$ cat src/rtl/reindeer_fetch_mem_responder_pkg.sv
// Shared widths, state encoding and small address helpers for the fetch memory responder.
package reindeer_fetch_mem_responder_pkg;

    localparam int XLEN        = 32;
    localparam int PC_BITWIDTH = 32;

    localparam int S_IDLE_IDX    = 0;
    localparam int S_ISSUE_IDX   = 1;
    localparam int S_WAIT_IDX    = 2;
    localparam int S_CAPTURE_IDX = 3;

    typedef enum logic [3:0] {
        S_IDLE    = 4'(1 << S_IDLE_IDX),
        S_ISSUE   = 4'(1 << S_ISSUE_IDX),
        S_WAIT    = 4'(1 << S_WAIT_IDX),
        S_CAPTURE = 4'(1 << S_CAPTURE_IDX)
    } fetch_state_t;

    function automatic logic [PC_BITWIDTH-3:0] word_addr(input logic [PC_BITWIDTH-1:0] byte_addr);
        return byte_addr[PC_BITWIDTH-1:2];
    endfunction

endpackage

$ cat src/rtl/reindeer_fetch_pending_buffer.sv
// One-entry request holder: a new push always replaces the held address, and a push wins over a pop.
module reindeer_fetch_pending_buffer
    import reindeer_fetch_mem_responder_pkg::*;
(
    input  logic                   clk,
    input  logic                   sync_reset,
    input  logic                   i_push,
    input  logic [PC_BITWIDTH-1:0] i_push_addr,
    input  logic                   i_pop,
    output logic                   o_valid,
    output logic [PC_BITWIDTH-1:0] o_addr
);

    logic                   r_valid;
    logic [PC_BITWIDTH-1:0] r_addr;

    always_ff @(posedge clk) begin
        if (sync_reset) begin
            r_valid <= 1'b0;
            r_addr  <= '0;
        end else if (i_push) begin
            r_valid <= 1'b1;
            r_addr  <= i_push_addr;
        end else if (i_pop) begin
            r_valid <= 1'b0;
        end
    end

    assign o_valid = r_valid;
    assign o_addr  = r_addr;

endmodule

$ cat src/rtl/reindeer_fetch_mem_responder.sv
// Fetch-side SRAM responder: one read in flight, one redirect held pending.
// state     | meaning
// S_IDLE    | no access in flight
// S_ISSUE   | sram_ce high for the active word address
// S_WAIT    | counting extra SRAM read cycles
// S_CAPTURE | sram_rdata valid; registered into mem_data, done pulses next cycle
module reindeer_fetch_mem_responder
    import reindeer_fetch_mem_responder_pkg::*;
#(
    parameter int WAIT_STATES = 1
) (
    input  logic                   clk,
    input  logic                   sync_reset,
    input  logic                   read_mem_enable,
    input  logic [PC_BITWIDTH-1:0] read_mem_addr,
    output logic                   mem_read_done,
    output logic [XLEN-1:0]        mem_data,
    output logic                   mem_fetch_misaligned,
    output logic                   sram_ce,
    output logic [PC_BITWIDTH-3:0] sram_addr,
    input  logic [XLEN-1:0]        sram_rdata
);

    localparam int           WAIT_LOAD_I = (WAIT_STATES > 0) ? WAIT_STATES - 1 : 0;
    localparam logic [2:0]   WAIT_LOAD   = WAIT_LOAD_I[2:0];

    fetch_state_t            r_state;
    logic [2:0]              r_wait_cnt;
    logic [1:0]              r_active_lsb;
    logic                    r_ce;
    logic [PC_BITWIDTH-3:0]  r_sram_addr;
    logic                    r_done;
    logic                    r_misaligned;
    logic [XLEN-1:0]         r_data;

    logic                    w_pend_valid;
    logic [PC_BITWIDTH-1:0]  w_pend_addr;
    logic                    w_push;
    logic                    w_pop;

    // A request in the capture cycle only bypasses the buffer when nothing is already waiting.
    assign w_push = read_mem_enable &&
                    ((r_state == S_ISSUE) || (r_state == S_WAIT) ||
                     ((r_state == S_CAPTURE) && w_pend_valid));
    assign w_pop  = (r_state == S_CAPTURE) && w_pend_valid;

    reindeer_fetch_pending_buffer u_pending (
        .clk         (clk),
        .sync_reset  (sync_reset),
        .i_push      (w_push),
        .i_push_addr (read_mem_addr),
        .i_pop       (w_pop),
        .o_valid     (w_pend_valid),
        .o_addr      (w_pend_addr)
    );

    always_ff @(posedge clk) begin
        if (sync_reset) begin
            r_state      <= S_IDLE;
            r_wait_cnt   <= '0;
            r_active_lsb <= '0;
            r_ce         <= 1'b0;
            r_sram_addr  <= '0;
            r_done       <= 1'b0;
            r_misaligned <= 1'b0;
            r_data       <= '0;
        end else begin
            r_ce         <= 1'b0;
            r_done       <= 1'b0;
            r_misaligned <= 1'b0;
            case (r_state)
                S_IDLE: begin
                    if (read_mem_enable) begin
                        r_active_lsb <= read_mem_addr[1:0];
                        r_sram_addr  <= word_addr(read_mem_addr);
                        r_ce         <= 1'b1;
                        r_state      <= S_ISSUE;
                    end
                end
                S_ISSUE: begin
                    if (WAIT_STATES > 0) begin
                        r_wait_cnt <= WAIT_LOAD;
                        r_state    <= S_WAIT;
                    end else begin
                        r_state    <= S_CAPTURE;
                    end
                end
                S_WAIT: begin
                    if (r_wait_cnt == 3'd0) begin
                        r_state <= S_CAPTURE;
                    end else begin
                        r_wait_cnt <= r_wait_cnt - 3'd1;
                    end
                end
                S_CAPTURE: begin
                    r_data       <= sram_rdata;
                    r_done       <= 1'b1;
                    r_misaligned <= |r_active_lsb;
                    if (w_pend_valid) begin
                        r_active_lsb <= w_pend_addr[1:0];
                        r_sram_addr  <= word_addr(w_pend_addr);
                        r_ce         <= 1'b1;
                        r_state      <= S_ISSUE;
                    end else if (read_mem_enable) begin
                        r_active_lsb <= read_mem_addr[1:0];
                        r_sram_addr  <= word_addr(read_mem_addr);
                        r_ce         <= 1'b1;
                        r_state      <= S_ISSUE;
                    end else begin
                        r_state <= S_IDLE;
                    end
                end
                default: r_state <= S_IDLE;
            endcase
        end
    end

    assign mem_read_done        = r_done;
    assign mem_fetch_misaligned = r_misaligned;
    assign mem_data             = r_data;
    assign sram_ce              = r_ce;
    assign sram_addr            = r_sram_addr;

endmodule
$ cat config.mk
export PLATFORM = sky130hd
export DESIGN_NAME = reindeer_fetch_mem_responder
export DESIGN_NICKNAME = d
export VERILOG_FILES = /design/src/rtl/reindeer_fetch_mem_responder_pkg.sv /design/src/rtl/reindeer_fetch_pending_buffer.sv /design/src/rtl/reindeer_fetch_mem_responder.sv
export SDC_FILE = /design/constraint.sdc
export NUM_CORES = 1
export LEC_CHECK = 0
export ABC_AREA = 1
export CAP_MARGIN = 10
export CORE_UTILIZATION = 43
export CTS_CLUSTER_SIZE = 12
export DETAILED_ROUTE_END_ITERATION = 12
export GPL_ROUTABILITY_DRIVEN = 0
export MAX_ROUTING_LAYER = met4
export PLACE_DENSITY = 0.79
export REMOVE_ABC_BUFFERS = 1
export SLEW_MARGIN = 10
export SYNTH_ARGS = -nofsm -noshare
export SYNTH_HDL_FRONTEND = slang
export SYNTH_SLANG_ARGS = --single-unit
$ cat constraint.sdc
create_clock -name clk -period 1.4 [get_ports clk]
set_input_delay 0.28 -clock clk [delete_from_list [all_inputs] [get_ports clk]]
set_output_delay 0.28 -clock clk [all_outputs]
set_load 0.05 [all_outputs]
==> results of run 1 <==
-- layout make-up --
cell class                      count  area [µm²]
Clock buffer                       12         135
Clock inverter                      4        27.5
Fill cell                         717        3100
Inverter                           43         164
Multi-Input combinational cell    459        2350
Sequential cell                   107        2150
Tap cell                          140         175
Timing Repair Buffer              190        2690
-- critical path: cells and delay by family, from the launching register on --
kind	cells	cell delay [ps]
compound gates	2	210
fa+ha+maj	2	330
buf+inv	2	100
flops	1	370
simple gates	3	460
-- cell usage after synthesis, drive strengths merged --
master	count
dfxtp	107
o21ai	48
nor3	1
nor2	112
nand3b	27
clkbuf	23
clkinv	1
a21oi	60
inv	42
o21a	1
nand2	123
ha	2
o211ai	1
buf	26
nand3	66
nand4	16
-- stage by stage --
step	cells	setup TNS, ps	total power [mW]	util	hold slack, ps
global placement	921	0	4.81	0.657	435
CTS	941	0	6.50	0.677	395
finish	955	-636	6.79	0.713	429
floorplan	607	-38230	3.97	-	349
detailed placement	921	-183	4.85	0.657	452
global route	955	-2540	7.01	0.713	474
-- power by group through the flow --
| stage | Combinational [mW] | Clock, mW | Sequential [mW] |
|---|---|---|---|
| 2_1_floorplan | 0.410 | 0 | 3.56 |
| 3_3_place_gp | 1.46 | 0 | 3.34 |
| 3_5_place_dp | 1.50 | 0 | 3.35 |
| 4_1_cts | 1.51 | 1.70 | 3.28 |
| 5_1_grt | 1.87 | 1.84 | 3.30 |
| 6_report | 1.79 | 1.71 | 3.29 |
-- sequential cells by signal, summed over array words and instances, names as in the netlist --
register and flops:
u_pending.o_valid 1, mem_data 32, r_state 4, mem_fetch_misaligned 1, u_pending.o_addr 32, r_active_lsb 2
sram_addr 30, r_wait_cnt 3, sram_ce 1, mem_read_done 1
-- how the worst max path moves through the flow --
stage,startpoint,end,slack [ps],cells after the start
detailed placement,r_wait_cnt[0]$_SDFFE_PP0P_,r_wait_cnt[1]$_SDFFE_PP0P_,-90,9
floorplan,r_state[3]$_SDFFE_PP0P_,u_pending.o_addr[10]$_SDFFE_PP0P_,-460,8
global placement,r_wait_cnt[0]$_SDFFE_PP0P_,r_wait_cnt[0]$_SDFFE_PP0P_,60,9
CTS,r_state[3]$_SDFFE_PP0P_,u_pending.o_addr[29]$_SDFFE_PP0P_,6,8
finish,r_wait_cnt[1]$_SDFFE_PP0P_,r_wait_cnt[2]$_SDFFE_PP0P_,-190,9
global route,r_wait_cnt[1]$_SDFFE_PP0P_,r_wait_cnt[2]$_SDFFE_PP0P_,-190,9
-- per-layer routing --
metal  GRT usage  vias to the layer above  share of wire
li1            -                     2441              -
met1       0.302                     2531           0.37
met2       0.433                      295           0.49
met3      0.0395                      121          0.071
met4       0.137                        0          0.065
met5           -                        -              0
-- logic make-up (layout without fill, tap and decap cells) --
| family | Yosys count | after routing | share of synthesized area |
|---|---|---|---|
| DFF | 107 | 107 | 0.451 |
| buffers and inverters | 92 | 249 | 0.0876 |
| AOI/OAI and AO/OA | 110 | 110 | 0.118 |
| and+or+nand+nor | 345 | 347 | 0.339 |
| adders and majority gates | 2 | 2 | 0.00526 |
-- timing repair --
item                       in CTS  in global routing
cloned                          0                 11
pin swaps                       4                 16
hold buffers                    0                  0
resized for setup              11                 44
buffers inserted                4                  5
setup endpoints to repair      15                103
==> run summary, run 1 <==
The achievable clock frequency is around 630 MHz. The count of routing violations after the opening detailed-route iteration is between 500 and 600. The y dimension of the die came out at between 100 and 150 µm. The H-tree was split into 3 levels. After the last flow step, the layout net total stands at approximately 900. The wire length of the first global-routing pass came out at ~23,000 µm. Leaving out fill and tap cells, the most frequent cell in the layout is sky130_fd_sc_hd__nand2_1. The final number of setup-violating endpoints is 14. The number of global-route vias before repair is 4,856. The final antenna diode count is 0.

The clock root buffer is sky130_fd_sc_hd__clkbuf_8. TritonCTS created 9 clock buffers. The sum of net half-perimeters after detailed placement is 9970 µm. The worst register-to-register path begins at r_wait_cnt[1]$_SDFFE_PP0P_. Along the worst hold path, the cell count comes to 4.

Cell internal power was estimated by the tool at between 4 and 5 mW. The initial antenna violation count came to 0. A synthesized cell averages just over 7 µm². The floorplan step set the die width to 107 µm. The relative contribution of sequential cells to total power came out at 0.485. Of the post-synthesis cell area, the dominant cell type holds 0.451. The cell area after placement is 0.00709 mm².

The number of max-slew violations in the final report is 0. The starting density of the core came out at 0.441. The number of warning messages in the yosys log came out at 0. The detailed-router iteration count before antenna repair came out at 6. Setup slack on the worst reg-to-reg path comes out at -190 ps. At the placement stage, the worst setup path has a slack of -86.8 ps. The remaining routing DRC violations came out at 0. The final cycle utilization of the critical path came out at 1.14. The number of top-level pins came out at between 100 and 150. The switching part of the total power came out at 0.308.

The routed design could run at a clock period as short as 1590 ps. The maximum clock path buffer count came out at 2. The data required time of the worst path is 1640 ps.

In the layout the commonest cells are sky130_fd_sc_hd__nand2_1 (117), sky130_fd_sc_hd__nor2_1 (108), sky130_fd_sc_hd__dfxtp_1 (101). Setup repair after global routing could not meet its margin everywhere. After global routing the overflow that remains totals 0. From synthesis to final layout, the design area changed by 61.8%. The worst setup path is captured at a flip-flop. The instance count of the mapped netlist came out at 656. The number of buffer cells added on primary ports is 131. The analysis attributes to cell leakage a power of ~3.1 nW. The number of maximum-capacitance constraint violations came out at 0. The via total after detailed routing came out at 5,388. In this run the core area contains 38 standard-cell rows. The all-layer global routing usage is 0.259. The sink count of the clock tree came out at 107. The biggest cell delay along the critical path is 370 ps. Of the cells placed in the final design, the portion with a size suffix greater than 1 is 0.222. The critical path is of the flip-flop to flip-flop type. The synthesized design contains 107 register bits. TritonCTS built the clock tree.

The share of total power in combinational logic came out at 0.264. For this design, the slowest cell found on the critical path is sky130_fd_sc_hd__dfxtp_2. The share of the Yosys chip area taken by registers is 0.451.

Entering global routing, the biggest net connects 45 pins. The routed wire length per instance came out at 17.8 µm. The relative slew slack came out at 0.736. The endpoint of the lowest-slack register-to-register path is r_wait_cnt[2]$_SDFFE_PP0P_. Yosys attributes the largest share of cell area to sky130_fd_sc_hd__dfxtp_1 (45%), sky130_fd_sc_hd__nand2_1 (9.4%), sky130_fd_sc_hd__nor2_1 (8.6%), sky130_fd_sc_hd__nand3_1 (6.5%), sky130_fd_sc_hd__a21oi_1 (6.3%). The die covers 0.0115 mm². In the routed layout, each cell is associated on average with a via count of 5.64. The netlist area before placement is ~0.0048 mm².

The placeable core region is 0.0108 mm². The final non-filler cell area came out at around 0.0077 mm². The checks that failed: setup timing. The transition time at the pin with the least slew margin came out at 396 ps. The clock transition time at the flip-flop clock pins of the worst setup and hold paths came out at 110 ps. The worst register-to-register path has a depth of 9. The sort of element at the start of the critical path is a flip-flop. In the post-route analysis, the smallest setup slack over all paths is -191 ps. IR analysis of the VDD net gives a maximum drop of between 0.0005 and 0.0006 V. For hold timing, the worst endpoint is u_pending.o_addr[23]$_SDFFE_PP0P_.

The net switching component of the power came out at between 2 and 2.5 mW. The critical path goes through inv_2 -> ha_4 -> ha_4 -> inv_2 -> nand4_1 -> nand2_2 -> o21ai_2 -> o21ai_0 -> nor2_1. Data on the critical path arrives at its endpoint at 1840 ps. The run finished, with violations left. The startpoint identified for the worst hold timing path is read_mem_enable. For this design the ratio of total power to cell area is 882 mW/mm². The biggest fanout along the worst timing path came out at 6. The insertion delay of the later-clocked pin in the worst-skew pair is 380 ps. The number of hold violations in the final report came out at 0. The cell type with the largest total area after synthesis is sky130_fd_sc_hd__dfxtp_1. The type of the tightest min-delay check is primary input to flip-flop. The number of distinct library cells after synthesis came out at 29. For the final database, setup skew stands at around 15 ps. Of the total power, the clock network draws 0.251. Summed over all layers, the routed wires come to 17,000 µm. The count of nets left with antenna violations after detail routing is 0.
No activity file was read; power rests on OpenSTA's default activity.
==> run 2: changes to the inputs <==
--- a/config.mk
+++ b/config.mk
@@ -6,6 +6,7 @@
 export NUM_CORES = 1
 export LEC_CHECK = 0
 export ABC_AREA = 1
+export ABC_CLOCK_PERIOD_IN_PS = 1400
 export CAP_MARGIN = 10
 export CORE_UTILIZATION = 43
 export CTS_CLUSTER_SIZE = 12
==> results of run 2 <==
No change in the layout: final DEF, timing and power equal those of run 1.
